===== src/rtl/bp_common_pkg.sv =====
// Shared coherence-network types: arbiter state and select-width helper.
package bp_common_pkg;

   typedef enum logic [0:0] {
      IDLE   = 1'b0,
      LOCKED = 1'b1
   } bp_arb_state_e;

   function automatic int bp_sel_width(input int n);
      return (n > 1) ? $clog2(n) : 1;
   endfunction

endpackage


===== src/rtl/bp_coh_chan_mux_if.sv =====
// LCE-side input channels and granted output beat of the coherence channel mux.
interface bp_coh_chan_mux_if #(
   parameter int num_in_p = 2,
   parameter int width_p  = 64
) ();
   import bp_common_pkg::*;

   localparam int src_w_lp = bp_sel_width(num_in_p);

   logic [num_in_p-1:0][width_p-1:0] data_i;
   logic [num_in_p-1:0]              v_i;
   logic [num_in_p-1:0]              last_i;
   logic [num_in_p-1:0]              ready_o;
   logic [width_p-1:0]               data_o;
   logic                             v_o;
   logic                             last_o;
   logic [src_w_lp-1:0]              src_o;
   logic                             yumi_i;

   modport master (
      output data_i, v_i, last_i, yumi_i,
      input  ready_o, data_o, v_o, last_o, src_o
   );

   modport slave (
      input  data_i, v_i, last_i, yumi_i,
      output ready_o, data_o, v_o, last_o, src_o
   );

endinterface


===== src/rtl/bp_coh_chan_rr_arb.sv =====
// Round-robin grant with per-message lock; last_grant moves on each final beat.
module bp_coh_chan_rr_arb
   import bp_common_pkg::*;
#(
   parameter int num_in_p = 2,
   localparam int sel_w_lp = bp_sel_width(num_in_p)
) (
   input  logic                i_clk,
   input  logic                i_rst_n,
   input  logic [num_in_p-1:0] i_req,
   input  logic                i_yumi,
   input  logic                i_last,
   output logic                o_v,
   output logic [sel_w_lp-1:0] o_sel
);

   bp_arb_state_e       r_state;
   logic [sel_w_lp-1:0] r_lock_id;
   logic [sel_w_lp-1:0] r_last_grant;
   logic [sel_w_lp-1:0] w_cand;
   logic [sel_w_lp-1:0] w_sel;
   logic                w_found;

   always_comb begin
      w_sel   = '0;
      w_found = 1'b0;
      w_cand  = '0;
      if (r_state == LOCKED) begin
         w_sel   = r_lock_id;
         w_found = i_req[r_lock_id];
      end else begin
         for (int i = 1; i <= num_in_p; i++) begin
            w_cand = sel_w_lp'((int'(r_last_grant) + i) % num_in_p);
            if (!w_found && i_req[w_cand]) begin
               w_found = 1'b1;
               w_sel   = w_cand;
            end
         end
      end
   end

   always_ff @(posedge i_clk or negedge i_rst_n) begin
      if (!i_rst_n) begin
         r_state      <= IDLE;
         r_lock_id    <= '0;
         r_last_grant <= sel_w_lp'(num_in_p - 1);
      end else if (i_yumi && w_found) begin
         if (i_last) begin
            r_state      <= IDLE;
            r_last_grant <= w_sel;
         end else begin
            r_state   <= LOCKED;
            r_lock_id <= w_sel;
         end
      end
   end

   assign o_v   = w_found;
   assign o_sel = w_sel;

endmodule


===== src/rtl/bp_coh_chan_mux.sv =====
// Per-channel FIFOs feeding a locked round-robin mux; outputs come only from FIFO heads.
// Optional stall counter output enabled by BP_COH_CHAN_MUX_STALL_CNT_EN.
module bp_coh_chan_mux
   import bp_common_pkg::*;
#(
   parameter int num_in_p   = 2,
   parameter int width_p    = 64,
   parameter int fifo_els_p = 2
) (
   input  logic             clk_i,
   input  logic             reset_n_i,
`ifdef BP_COH_CHAN_MUX_STALL_CNT_EN
   output logic [31:0]      stall_cnt_o,
`endif
   bp_coh_chan_mux_if.slave ch
);

   localparam int sel_w_lp = bp_sel_width(num_in_p);
   localparam int ptr_w_lp = $clog2(fifo_els_p);

   logic                r_en;
   logic [num_in_p-1:0] w_full;
   logic [num_in_p-1:0] w_empty;
   logic [num_in_p-1:0] w_enq;
   logic [num_in_p-1:0] w_deq;
   logic [num_in_p-1:0] w_head_last;
   logic [width_p-1:0]  w_head_data [num_in_p];
   logic                w_v;
   logic [sel_w_lp-1:0] w_sel;

   // ready stays low until the first edge after reset release
   always_ff @(posedge clk_i or negedge reset_n_i) begin
      if (!reset_n_i) r_en <= 1'b0;
      else            r_en <= 1'b1;
   end

   for (genvar k = 0; k < num_in_p; k++) begin : g_fifo
      logic [width_p-1:0] r_mem  [fifo_els_p];
      logic               r_lmem [fifo_els_p];
      logic [ptr_w_lp:0]  r_wptr;
      logic [ptr_w_lp:0]  r_rptr;

      assign w_empty[k] = (r_wptr == r_rptr);
      assign w_full[k]  = (r_wptr[ptr_w_lp] != r_rptr[ptr_w_lp])
                       && (r_wptr[ptr_w_lp-1:0] == r_rptr[ptr_w_lp-1:0]);
      assign w_enq[k]   = ch.v_i[k] & ch.ready_o[k];
      assign w_deq[k]   = ch.yumi_i & w_v & (w_sel == sel_w_lp'(k));

      assign w_head_data[k] = r_mem[r_rptr[ptr_w_lp-1:0]];
      assign w_head_last[k] = r_lmem[r_rptr[ptr_w_lp-1:0]];

      always_ff @(posedge clk_i or negedge reset_n_i) begin
         if (!reset_n_i) begin
            r_wptr <= '0;
            r_rptr <= '0;
         end else begin
            if (w_enq[k]) r_wptr <= r_wptr + 1'b1;
            if (w_deq[k]) r_rptr <= r_rptr + 1'b1;
         end
      end

      always_ff @(posedge clk_i) begin
         if (w_enq[k]) begin
            r_mem[r_wptr[ptr_w_lp-1:0]]  <= ch.data_i[k];
            r_lmem[r_wptr[ptr_w_lp-1:0]] <= ch.last_i[k];
         end
      end
   end

   bp_coh_chan_rr_arb #(
      .num_in_p (num_in_p)
   ) u_arb (
      .i_clk   (clk_i),
      .i_rst_n (reset_n_i),
      .i_req   (~w_empty),
      .i_yumi  (ch.yumi_i),
      .i_last  (w_head_last[w_sel]),
      .o_v     (w_v),
      .o_sel   (w_sel)
   );

   assign ch.ready_o = {num_in_p{r_en}} & ~w_full;
   assign ch.v_o     = w_v;
   assign ch.src_o   = w_sel;
   assign ch.data_o  = w_v ? w_head_data[w_sel] : '0;
   assign ch.last_o  = w_v & w_head_last[w_sel];

`ifdef BP_COH_CHAN_MUX_STALL_CNT_EN
   logic [31:0] r_stall_cnt;

   always_ff @(posedge clk_i or negedge reset_n_i) begin
      if (!reset_n_i)
         r_stall_cnt <= '0;
      else if (w_v && !ch.yumi_i && (r_stall_cnt != '1))
         r_stall_cnt <= r_stall_cnt + 32'd1;
   end

   assign stall_cnt_o = r_stall_cnt;
`endif

   assert property (@(posedge clk_i) disable iff (!reset_n_i)
      ch.yumi_i |-> ch.v_o)
   else $error("bp_coh_chan_mux: yumi_i asserted while v_o low");

endmodule


===== src/flat_wrapper.sv =====
// flat-port wrapper written by rule: the top's interface ports become plain ports
module bp_coh_chan_mux_flat import bp_common_pkg::*;
#(
   parameter int num_in_p   = 2,
   parameter int width_p    = 64,
   parameter int fifo_els_p = 2
)
  (clk_i, reset_n_i, ch_data_i, ch_v_i, ch_last_i, ch_yumi_i, ch_ready_o, ch_data_o, ch_v_o, ch_last_o, ch_src_o);
  bp_coh_chan_mux_if #(.num_in_p(num_in_p), .width_p(width_p)) ch_i ();
  input  logic clk_i;
  input  logic reset_n_i;
  input wire logic [$bits(ch_i.data_i)-1:0] ch_data_i;
  input wire logic [$bits(ch_i.v_i)-1:0] ch_v_i;
  input wire logic [$bits(ch_i.last_i)-1:0] ch_last_i;
  input wire logic [$bits(ch_i.yumi_i)-1:0] ch_yumi_i;
  output wire logic [$bits(ch_i.ready_o)-1:0] ch_ready_o;
  output wire logic [$bits(ch_i.data_o)-1:0] ch_data_o;
  output wire logic [$bits(ch_i.v_o)-1:0] ch_v_o;
  output wire logic [$bits(ch_i.last_o)-1:0] ch_last_o;
  output wire logic [$bits(ch_i.src_o)-1:0] ch_src_o;
  assign ch_i.data_i = ch_data_i;
  assign ch_i.v_i = ch_v_i;
  assign ch_i.last_i = ch_last_i;
  assign ch_i.yumi_i = ch_yumi_i;
  assign ch_ready_o = ch_i.ready_o;
  assign ch_data_o = ch_i.data_o;
  assign ch_v_o = ch_i.v_o;
  assign ch_last_o = ch_i.last_o;
  assign ch_src_o = ch_i.src_o;
  bp_coh_chan_mux #(.num_in_p(num_in_p), .width_p(width_p), .fifo_els_p(fifo_els_p)) u_core (.clk_i(clk_i), .reset_n_i(reset_n_i), .ch(ch_i));
endmodule

===== config.mk =====
export PLATFORM = sky130hd
export DESIGN_NAME = bp_coh_chan_mux_flat
export DESIGN_NICKNAME = d
export VERILOG_FILES = /design/src/rtl/bp_common_pkg.sv /design/src/rtl/bp_coh_chan_mux_if.sv /design/src/rtl/bp_coh_chan_rr_arb.sv /design/src/rtl/bp_coh_chan_mux.sv /design/src/flat_wrapper.sv
export SDC_FILE = /design/constraint.sdc
export NUM_CORES = 1
export LEC_CHECK = 0
export CAP_MARGIN = 20
export CORE_MARGIN = 1
export CORE_UTILIZATION = 28
export DETAILED_ROUTE_END_ITERATION = 8
export PLACE_DENSITY_LB_ADDON = 0.12
export SYNTH_ARGS = -nofsm -noshare
export SYNTH_HDL_FRONTEND = slang
export SYNTH_SLANG_ARGS = --single-unit

===== constraint.sdc =====
create_clock -name clk_i -period 4.6 [get_ports clk_i]
set_input_delay 1.15 -clock clk_i [delete_from_list [all_inputs] [get_ports clk_i]]
set_output_delay 1.15 -clock clk_i [all_outputs]
set_load 0.01 [all_outputs]

==> metrics.yaml <==
cells_and_area:
  antenna_cells: 0
  area_growth_pct: 35.2
  drive_above_1_share: 0.0921
  fillers: 3493
  fin_area_um2: 14400
  layout.nets: 958
clock_network:
  cts_tree: "done"
  ctsLongestPathBuffers: 3
  cts_setup_buffers: 0
  cts.sinks: 272
  postCtsHoldBufs: 0
  clk_pin_slew_ns: 0.06
  cts_made_buffers: 30
  cts-root-buf: "clkbuf_16"
  htreeDepth: 1
  clkLatencyLatePin_ns: 0.55
floorplan:
  die_w_um: 197
  num_rows: 71
  io-pin-count: 204
  die_h_um: 197
  initial_core_util: 0.283
  core_area_um2: 37600
  dieArea_um2: 38800
place:
  gp_congestion: 0.735
  dpl_cell_area_um2: 13300
  dpl.hpwl_um: 15800
  io_buffer_count: 203
timing:
  rsz0062_at_grt: "no"
  timing.fmax_mhz: 228
  final.period_utilization: 0.952
  hold_viol: 0
  period_needed_ns: 4.38
  clock_skew_ns: 0.0141
  drv_slew: 0
  worst_pin_slew_ns: 1.08
  tns_ns: 0
  relSlewSlack: 0.282
  setup_viol: 0
pwr:
  seq_power_share: 0.286
  peakVddDrop_mv: 0.461
  sw_frac_of_total: 0.361
  power.density_nw_per_um2: 810
  clkPwrFrac: 0.216
  net-switching-power_mw: 4.20
  pwr-share-comb: 0.498
  p_int_mw: 7.45
  power.leakage_nw: 4.69
logic_synthesis:
  synth_top_area_share: 0.734
  synth_most_common_cell: "edfxtp_1"
  postSynthCellCount: 618
  yosysWarnings: 0
  ys_types: 30
  yosysSeqAreaShare: 0.762
  yosys.area.top_type: "edfxtp_1"
  synth.top_cells.by_area: "edfxtp_1 73%, a211oi_1 9.0%, mux2i_1 6.2%"
  synthTopCellsByCount: "260 x edfxtp_1, 128 x a211oi_1, 66 x mux2i_1, 64 x nor2b_1, 19 x clkbuf_1"
  syn_area_per_cell_um2: 17.2
  synth-seq-cells: 272
  synthArstFlopShare: 0.0441
  synth_edf_count: 260
  syn-cell-area_um2: 10600
  synth_ff_type: "edfxtp_1"
  syn_nets: 753
critical_path:
  critPathRequiredTime_ns: 3.45
  r2r_slack_ns: 1.89
  r2r-start: "u_core.g_fifo[0].r_rptr[0]"
  ff2ff_path_depth: 6
  cp.arrival_ns: 3.23
  start_kind: "flip-flop"
  reg2reg_to: "u_core.g_fifo[0].r_mem[0][46]"
  crit_type: "flip-flop to output port"
  cp_max_fo: 32
  worstSetupEndpointType: "output port"
global_routing:
  antenna_found_initial: 0
  gr-total-overflow: 0
  grt_max_degree: 69
  grt_usage: 0.134
  grt_pass1_vias: 6421
  grt_pass1_wl_um: 39200
drt:
  drtAntennaViolNets: 0
  vias_per_cell: 4.50
  route.detailed.drc: 2
  first_iter_violations: 270
  routed_wl_um: 26300
  dr.pass1.iters: 6
  vias: 6109
  routedWlPerCell_um: 19.4
worst_hold_path:
  holdCritStartpoint: "u_core.g_fifo[0].r_wptr[1]"
  hold_path.class: "flip-flop to flip-flop"
  hold_path_depth: 1
  whs_endpoint: "u_core.g_fifo[0].r_wptr[1]"
status:
  violations: "DRC"
  status: "finished with violations"
flow_run:
  drv_cap: 0
worst max-delay path by stage:
stage	cells past startpoint	start	end
2_1_floorplan	2	ch_v_i[1]	u_core.g_fifo[1].r_lmem[0]
3_3_place_gp	5	u_core.g_fifo[1].r_rptr[0]	ch_data_o[3]
3_5_place_dp	6	u_core.g_fifo[1].r_wptr[0]	ch_data_o[3]
4_1_cts	6	u_core.g_fifo[1].r_wptr[0]	ch_data_o[3]
5_1_grt	6	u_core.g_fifo[1].r_wptr[0]	ch_data_o[21]
6_report	6	u_core.g_fifo[1].r_wptr[0]	ch_data_o[21]
area by class of cell:
class                   count  area (um2)  share of cell area
flip-flops and latches    272        8120               0.564
multi-input cells         300        2380               0.165
repair buffers            215        2190               0.152
clock buffers              36         815              0.0566
well taps                 511         639              0.0444
clock inverters            20         234              0.0163
inverters                   4        15.0             0.00104
layout by cell type, fill, tap and decap left out, types with 2 or more instances in the layout:
cell and instances:
edfxtp_1 260, clkdlybuf4s50_1 203, a211oi_1 126, mux2i_1 66, nor2b_1 64, clkbuf_16 31, dfrtp_1 9, xnor2_1 8
clkinv_2 7, xor2_1 6, bufinv_16 5, clkinvlp_4 5, buf_4 5, inv_1 4, nor2_4 3, clkbuf_1 3
clkinv_1 3, buf_12 3, buf_6 3, a21boi_0 2, a211oi_2 2, and3_4 2, nand2_1 2, mux2_2 2
nor2_1 2, o21ai_0 2, nand4_1 2, clkbuf_8 2, dfrtp_4 2
worst max-delay path: stages (launching register included):
cell,delay [ns]
dfrtp_1,0.45
xnor2_1,0.19
a22oi_2,0.47
nor2_4,0.24
buf_4,0.33
a211oi_1,0.37
clkdlybuf4s50_1,0.62
per-layer routing:
| metal | track usage | routed length (um) | vias up |
|---|---|---|---|
| met5 | 0 | 0 | - |
| met4 | 0.0307 | 320 | 0 |
| met3 | 0.0241 | 1150 | 29 |
| met2 | 0.231 | 13200 | 134 |
| met1 | 0.173 | 11700 | 3066 |
| li1 | - | - | 2880 |
what timing repair did:
| item | 4_1_cts | 5_1_grt |
|---|---|---|
| gates resized for setup | 2 | 3 |
| pin swaps | 1 | 1 |
| endpoints found under the setup margin | 43 | 2 |
| cloned | 1 | 0 |
cell families after synthesis:
| group | Yosys count | share of synthesized area |
|---|---|---|
| AO/OA/AOI/OAI | 140 | 0.0991 |
| buffers and inverters | 47 | 0.0199 |
| other | 1 | 0.000352 |
| AND/OR/NAND/NOR | 76 | 0.0430 |
| XOR/XNOR | 14 | 0.0115 |
| flip-flops | 272 | 0.762 |
| multiplexers | 68 | 0.0642 |
stage by stage:
stage	setup WS (ns)	std cells	utilization	hold WS (ns)	total power, mW
finish	0.222	1358	0.383	0.490	11.6
global route	0.00788	1358	0.383	0.532	12.3
CTS	0.0744	1357	0.382	0.492	11.8
detailed placement	0.439	1300	0.354	0.481	9.21
global placement	0.511	1300	0.354	0.479	9.17
floorplan	0.153	618	-	0.460	6.31
registers in the layout, indices dropped and copies added (netlist names):
register	flops
u_core.u_arb.r_last_grant	1
u_core.r_en	1
u_core.g_fifo.r_lmem	4
u_core.u_arb.r_lock_id	1
u_core.g_fifo.r_mem	256
u_core.u_arb.r_state	1
u_core.g_fifo.r_wptr	4
u_core.g_fifo.r_rptr	4
power by group through the flow:
stage          registers, mW  clock network (mW)  logic (mW)
4_1_cts                 3.34                2.59        5.90
6_report                3.33                2.51        5.80
5_1_grt                 3.37                2.69        6.26
3_5_place_dp            3.39                   0        5.82
2_1_floorplan           3.38                   0        2.94
3_3_place_gp            3.38                   0        5.80
Power figures use the tool's default switching activity.
